[src/rtl/div_tick_gen_pkg.sv]
// div_tick_gen shared package
// FSM state type and default widths
package div_tick_gen_pkg;

  localparam int CNT_WIDTH_DFLT = 8;
  localparam int DIV_W = 4;

  typedef enum logic [1:0] {
    IDLE = 2'd0,
    RUN  = 2'd1,
    HALT = 2'd2
  } state_e;

endpackage

[src/rtl/param_d_ff.sv]
// param_d_ff: enable flop with reset value
// async active-low reset to SET_VALUE
module param_d_ff #(
  parameter int               WIDTH     = 1,
  parameter logic [WIDTH-1:0] SET_VALUE = '0
) (
  input  logic             i_clk,
  input  logic             i_rst_n,
  input  logic             i_en,
  input  logic [WIDTH-1:0] i_d,
  output logic [WIDTH-1:0] o_q
);

  logic [WIDTH-1:0] q_d;
  logic [WIDTH-1:0] q_q;

  // load when enabled, otherwise hold
  always_comb begin
    q_d = q_q;
    if (i_en) q_d = i_d;
  end

  // storage register
  always_ff @(posedge i_clk or negedge i_rst_n) begin
    if (!i_rst_n) q_q <= SET_VALUE;
    else          q_q <= q_d;
  end

  assign o_q = q_q;

endmodule

[src/rtl/div_tick_gen.sv]
// div_tick_gen: power-of-two divider
// square wave + end-of-period tick
module div_tick_gen #(
  parameter int CNT_WIDTH = div_tick_gen_pkg::CNT_WIDTH_DFLT,
  parameter int DIV_W     = div_tick_gen_pkg::DIV_W
) (
  input  logic             i_clk,
  input  logic             i_rst_n,
  input  logic             i_en,
  input  logic             i_div_en,
  input  logic [DIV_W-1:0] i_div_val,
  input  logic             i_halt,
  output logic             o_sig_out,
  output logic             o_tick,
  output logic             o_cfg_err
);

  import div_tick_gen_pkg::*;

  localparam int NW = $clog2(CNT_WIDTH + 1);
  localparam int SW = NW + 1;

  state_e                 state_q, state_d;
  logic [CNT_WIDTH-1:0]   cnt_q, cnt_d;
  logic [CNT_WIDTH-1:0]   t_mask;
  logic                   sig_q, sig_d;
  logic                   sig_bit;
  logic [NW-1:0]          n_live;
  logic [SW-1:0]          live;
  logic [SW-1:0]          shd_q, shd_d;
  logic                   cfg_chg;
  logic                   at_term;
  logic                   too_big;

  assign too_big = 32'(i_div_val) > 32'(CNT_WIDTH);

  // effective exponent, saturated at CNT_WIDTH
  always_comb begin
    n_live = '0;
    if (i_div_en) begin
      if (too_big) n_live = NW'(CNT_WIDTH);
      else         n_live = NW'(i_div_val);
    end
  end

  assign live    = {i_div_en, n_live};
  assign cfg_chg = live != shd_q;

  // terminal count is a mask of N low ones
  assign t_mask  = ~({CNT_WIDTH{1'b1}} << n_live);
  assign at_term = cnt_q == t_mask;
  // bit N-1 of the counter; zero when N=0
  assign sig_bit = |(cnt_q & (t_mask ^ (t_mask >> 1)));

  // next state, counter, square wave, shadow
  always_comb begin
    state_d = state_q;
    cnt_d   = cnt_q;
    sig_d   = sig_q;
    shd_d   = shd_q;
    if (!i_en) begin
      state_d = IDLE;
      cnt_d   = '0;
      sig_d   = 1'b0;
      shd_d   = live;
    end else begin
      unique case (state_q)
        IDLE: begin
          state_d = RUN;
          cnt_d   = '0;
          sig_d   = 1'b0;
          shd_d   = live;
        end
        RUN: begin
          if (i_halt) state_d = HALT;
          unique case (1'b1)
            cfg_chg && i_halt: begin
              // freeze; the clear lands on resume
              cnt_d = cnt_q;
            end
            cfg_chg && !i_halt: begin
              cnt_d = '0;
              sig_d = 1'b0;
              shd_d = live;
            end
            default: begin
              cnt_d = at_term ? '0
                    : cnt_q + CNT_WIDTH'(1);
              sig_d = sig_bit;
            end
          endcase
        end
        HALT: begin
          if (!i_halt) state_d = RUN;
        end
        default: state_d = IDLE;
      endcase
    end
  end

  // state, counter and output registers
  always_ff @(posedge i_clk or negedge i_rst_n) begin
    if (!i_rst_n) begin
      state_q <= IDLE;
      cnt_q   <= '0;
      sig_q   <= 1'b0;
    end else begin
      state_q <= state_d;
      cnt_q   <= cnt_d;
      sig_q   <= sig_d;
    end
  end

  param_d_ff #(
    .WIDTH     (SW),
    .SET_VALUE ('0)
  ) u_shadow (
    .i_clk   (i_clk),
    .i_rst_n (i_rst_n),
    .i_en    (1'b1),
    .i_d     (shd_d),
    .o_q     (shd_q)
  );

  assign o_tick    = (state_q == RUN) && !cfg_chg && at_term;
  assign o_sig_out = sig_q;
  assign o_cfg_err = i_div_en && too_big;

endmodule

[config.mk]
export PLATFORM = sky130hd
export DESIGN_NAME = div_tick_gen
export DESIGN_NICKNAME = d
export VERILOG_FILES = /design/src/rtl/div_tick_gen_pkg.sv /design/src/rtl/param_d_ff.sv /design/src/rtl/div_tick_gen.sv
export SDC_FILE = /design/constraint.sdc
export NUM_CORES = 1
export LEC_CHECK = 0
export BUFFER_PORTS_ARGS = -buffer_cell sky130_fd_sc_hd__buf_2
export CORE_UTILIZATION = 30
export CTS_CLUSTER_SIZE = 16
export DETAILED_ROUTE_END_ITERATION = 10
export GPL_ROUTABILITY_DRIVEN = 0
export HOLD_SLACK_MARGIN = 0.15
export PLACE_DENSITY = 0.48
export SLEW_MARGIN = 20
export SYNTH_ARGS = -nofsm -noshare
export SYNTH_HDL_FRONTEND = slang
export SYNTH_HIERARCHICAL = 1
export SYNTH_SLANG_ARGS = --single-unit
export TNS_END_PERCENT = 20
[constraint.sdc]
create_clock -name i_clk -period 1.9 [get_ports i_clk]
set_input_delay 0.095 -clock i_clk [delete_from_list [all_inputs] [get_ports i_clk]]
set_output_delay 0.095 -clock i_clk [all_outputs]
set_load 0.05 [all_outputs]
Word level (Yosys, flattened, before mapping)
Cells that the tools add are included.
{"block": "op_classes", "n_lt_le_gt_ge": 1, "eq_ne": 9, "bitwise_logic": 3, "n_reduce_logical": 12, "mux": 16, "n_shift": 1, "n_mul": 0, "div": 0, "addsub": 1}
{"cell": "8-bit case mux with 2 select lines", "n": 2}
{"cell": "8-bit 2-to-1 mux", "n": 2}
{"cell": "3-bit inequality test (second input constant)", "n": 4}
{"cell": "5-bit 2-to-1 mux", "n": 2}
{"cell": "5-bit case mux with 2 select lines", "n": 1}
{"cell": "8-bit by 1-bit adder with 8-bit output (second input constant)", "n": 1}
{"cell": "8-bit AND", "n": 1}
{"cell": "8-bit == test", "n": 1}
{"cell": "4-bit 2-to-1 mux", "n": 2}
{"cell": "8-bit NOT", "n": 1}
{"cell": "8-bit OR reduction", "n": 1}
{"cell": "8-bit by 4-bit left shift with 8-bit output (first input constant)", "n": 1}
{"cell": "8-bit by 7-bit XOR with 8-bit output", "n": 1}
{"cell": "2-bit 2-to-1 mux", "n": 3}
{"cell": "2-bit case mux with 3 select lines", "n": 1}
{"cell": "2-bit AND reduction", "n": 3}
{"cell": "1-bit logical AND", "n": 5}
{"cell": "5-bit inequality test", "n": 1}
{"cell": "4-bit > comparator (second input constant)", "n": 1}
{"cell": "1-bit case mux with 2 select lines", "n": 2}
{"cell": "3-bit by 1-bit inequality test with 1-bit output (second input constant)", "n": 1}
{"cell": "2-bit by 1-bit == test with 1-bit output (second input constant)", "n": 1}
{"cell": "2-bit == test (second input constant)", "n": 1}
{"cell": "1-bit zero test", "n": 2}
{"cell": "other kinds (2)", "n": 2}
{"block": "word_totals", "latch_bits": 0, "input_bits": 9, "word_cells": 47, "rom_bits": 0, "ramBits": 0, "output_inout_bits": 3, "register_bits": 16, "memories": 0}

Depth between registers and ports, before layout
{"block": "depth", "word_depth": 11, "mapped_depth": 8, "depth_no_buf": 7}

Cells and area by module
The synthesis kept the hierarchy.
{"module": "div_tick_gen", "area_each_um2": 1134.8, "n_inst": 1, "cells_per_inst": 139, "seq_area_each_um2": 275.3}
{"module": "param_d_ff", "area_each_um2": 181.4, "n_inst": 1, "cells_per_inst": 10, "seq_area_each_um2": 125.1}

Worst setup path after synthesis
OpenSTA, ideal clock, no wires.
{"block": "synth_timing", "path_kind": "reg-to-reg", "start": "register u_shadow.q_q[0] (netlist: u_shadow/o_q[0])", "end": "register u_shadow.q_q[3] (netlist: u_shadow/o_q[3])", "setup_ns": 0.125, "path_buffers": 0, "t_arrival_ns": 2.007, "period_less_slack_ns": 2.132, "setup_slack_ns": -0.232, "path_stages_with_launch": 8, "required_ns": 1.775, "cell_sequence": "dfrtp_1 > nor4_1 > a211oi_1 > or4_1 > nand2b_1 > a22o_1 > mux2_2 > mux2_2"}
{"block": "synth_between", "elab_chain_cells": 4}
{"element": "start, declared", "line_no": "param_d_ff.sv:15", "text": "logic [WIDTH-1:0] q_q;"}
{"element": "start signal, assigned", "line_no": "param_d_ff.sv:26", "text": "else q_q <= q_d;"}
{"element": "5-bit inequality test", "line_no": "div_tick_gen.sv:47", "text": "assign cfg_chg = live != shd_q;"}
{"element": "1-bit logical AND", "line_no": "div_tick_gen.sv:81", "text": "cfg_chg && !i_halt: begin"}
{"element": "3-bit inequality test (no source line)"}
{"element": "2-bit AND reduction (no source line)"}
Every way passes these cells.
A chain may end at the register's enable or synchronous reset.

Worst setup path after layout
Same ends and word-level chain as after synthesis.

==> flow_metrics.env <==
export IMPL_status="finished with violations"
export IMPL_violations="setup timing"
export IMPL_grt_pass1_vias=1248
export IMPL_die_height_um=68.2
export IMPL_drive_gt1_share_pct=42.8
export IMPL_dieArea_sq_um=4660
export IMPL_cts_tree="yes"
export IMPL_maxCapViolations=0
export IMPL_finalWorstSetupSlack_ns=-0.355
export IMPL_netlist_area_leader_share_pct=30.4
export IMPL_ys_types=53
export IMPL_num_vias=1297
export IMPL_critPathCaptureType="flip-flop"
export IMPL_clockBufferDepth=2
export IMPL_h_tree_depth=1
export IMPL_finalHoldViolCount=0
export IMPL_via_per_inst=5.17
export IMPL_vdd_drop_max_v=0.000326
export IMPL_rsz0062_at_grt="yes"
export IMPL_layout_min_cycle_time_ns=2.25
export IMPL_setup_violations=10
export IMPL_rows=23
export IMPL_ys_seq_area_share_pct=30.4
export IMPL_place_ws_ns=-0.315
export IMPL_drt_pass1_iter_count=4
export IMPL_cp_start_kind="flip-flop"
export IMPL_ios=12
export IMPL_grt_first_pass_wirelength_um=5840
export IMPL_ant_nets=0
export IMPL_synth_edff_count=0
export IMPL_worstPathRequired_ns=2.04
export IMPL_maxSlewViolCount=0
export IMPL_avgSynthCellArea_sq_um=8.83
export IMPL_clock_sinks=16
export IMPL_netlist_instances=149
export IMPL_core_area_sq_um=4120
export IMPL_total_leakage_power_nw=0.901
export IMPL_antenna_found_initial=0
export IMPL_ys_async_sr_fraction_pct=100
export IMPL_critPathKind="flip-flop to flip-flop"
export IMPL_design_area_sq_um=1890
export IMPL_initial_core_util_pct=32.0
export IMPL_diodes=0
export IMPL_io_buffers=11
export IMPL_rr_startpoint="u_shadow/o_q[0]"
export IMPL_drc=0
export IMPL_post_route_period_util_pct=119
export IMPL_die_x_um=68.2
export IMPL_grt_start_max_net_pins=17
export IMPL_path_clk_slew_ns=0.07
export IMPL_grt_overflow=0
export IMPL_grt_usage_pct=17.1
export IMPL_max_freq_mhz=443
export IMPL_power_density_nw_per_um2=521
export IMPL_drt_total_wl_um=3620
export IMPL_cp_startpoint="u_shadow/o_q[0]"
export IMPL_min_path_type="input port to flip-flop"
export IMPL_synth_area_top_cells="dfrtp_1 (30%), mux2_2 (6.0%), nand2_1 (4.8%)"
export IMPL_nets=213
export IMPL_ys_ff_latch=16
export IMPL_path_max_fanout=4
export IMPL_ys_warn_count=6
export IMPL_place_inst=238
export IMPL_placed_area_sq_um=1650
export IMPL_area_delta_synth_final_pct=43.4
export IMPL_hp_start="i_halt"
export IMPL_clk_latency_ns=0.25
export IMPL_synth_top_area_cell="dfrtp_1"
export IMPL_ys_flop_type="dfrtp_1"
export IMPL_layoutNonFillerInstCount=251
export IMPL_critPathArrivalTime_ns=2.40
export IMPL_n_fill_cell=419
export IMPL_hpwlAfterDp_um=2680
export IMPL_syn_area_sq_um=1320
export IMPL_finalClockSkew_ns=0.00577
export IMPL_cts_buffers=3
export IMPL_cts_root_buf="clkbuf_8"
export IMPL_drt_initial_drc_count=48
export IMPL_wl_per_cell_um=14.4
-- metrics by stage --
step	util [%]	hold WS [ns]	TNS, ns	power, mW
global placement	40.0	0.0389	-1.72	0.618
finish	45.9	0.152	-1.35	0.984
CTS	42.9	0.150	-1.32	0.939
detailed placement	40.0	0.0468	-2.31	0.625
global route	45.9	0.161	-2.40	1.04
floorplan	-	-0.201	-0.498	0.517
-- worst max-delay path, cell delays in order, from the launching register on --
cell and delay [ns]:
dfrtp_1 0.43, nor4_2 0.30, a211oi_2 0.09, or4_4 0.52, nand2b_4 0.09, a22o_1 0.16
mux2_4 0.30, mux2_4 0.25
-- synthesized netlist by cell type (2+ instances only) --
library cell  number
and2_1             2
nor3_1             5
xnor2_1            2
dfrtp_1           16
o21ai_0            6
o31ai_1            5
xor2_1             2
clkbuf_1           3
a22oi_1            2
or3_1              2
nand3_1            5
inv_1              4
a21o_1             2
nor2_1             5
buf_2              4
a21oi_1            5
nor4_1             3
ha_1               2
nand2_1           17
nand2b_1           3
o21ai_1            2
and3_1             7
mux2i_1            3
a22o_1             3
a211oi_1           3
mux2_2             7
or2_2              3
-- path summary, 6_finish.rpt --
kind / end / slack [ns] / cells past startpoint
max: u_shadow/o_q[3] / -0.35 / 7
min: state_q[1] / 0.15 / 2
max reg2reg: u_shadow/o_q[3] / -0.35 / 7
min reg2reg: o_sig_out / 0.48 / 2
max in group asynchronous: cnt_q[2] / 1.32 / 2
min in group asynchronous: state_q[1] / 0.30 / 2
-- report_power, final --
group | leakage [nW] | switching (mW) | internal [mW]
Clock | 0.0288 | 0.119 | 0.184
Combinational | 0.656 | 0.146 | 0.158
Sequential | 0.216 | 0.0205 | 0.356
-- cells by family (layout without fill, tap and decap cells) --
| group | count (synthesis) | count (layout) | synth area share [%] |
|---|---|---|---|
| AO/OA/AOI/OAI | 38 | 38 | 20.6 |
| XOR/XNOR | 4 | 4 | 2.66 |
| adder cells (fa/ha/maj) | 2 | 2 | 1.90 |
| buffers and inverters | 12 | 60 | 4.37 |
| flip-flops | 16 | 16 | 30.4 |
| multiplexers | 11 | 11 | 9.98 |
| other | 1 | 5 | 0.285 |
| AND/OR/NAND/NOR | 65 | 65 | 29.8 |
-- area by class of cell --
type	instances	area, sq um	area share (%)
Clock buffer	4	55.1	2.92
Sequential cell	16	400	21.2
Timing Repair Buffer	52	382	20.2
Inverter	4	15.0	0.795
Tap cell	50	62.6	3.31
Multi-Input combinational cell	125	973	51.6
-- what timing repair did --
| item | 4_1_cts | 5_1_grt |
|---|---|---|
| endpoints found under the setup margin | 12 | 12 |
| hold buffers | 2 | 0 |
| pin swaps | 7 | 8 |
| setup buffers | 2 | 5 |
| resized for setup | 7 | 18 |
| endpoints found under the hold margin | 17 | 0 |
-- registers in the layout (all words and copies together), names as in the netlist --
name          cells
o_sig_out         1
u_shadow/o_q      5
state_q           2
cnt_q             8
-- layer usage --
layer	track usage [%]	wire, um
met1	23.5	1770
met2	27.6	1750
met3	2.17	83
met4	4.95	25
met5	0	0
-- cell usage in the layout, fill, tap and decap left out, drive strengths merged, types with 3 or more instances in the layout --
cell type / n
and3: 7
clkbuf: 4
nand2: 17
nor4: 4
conb: 5
mux2i: 3
a22o: 3
buf: 50
mux2: 7
nand3: 5
a211oi: 3
nand2b: 3
dfrtp: 16
o31ai: 5
nor2: 5
inv: 4
nor3: 6
o21ai: 8
a21oi: 6
or2: 3
Power figures use the tool's default switching activity.
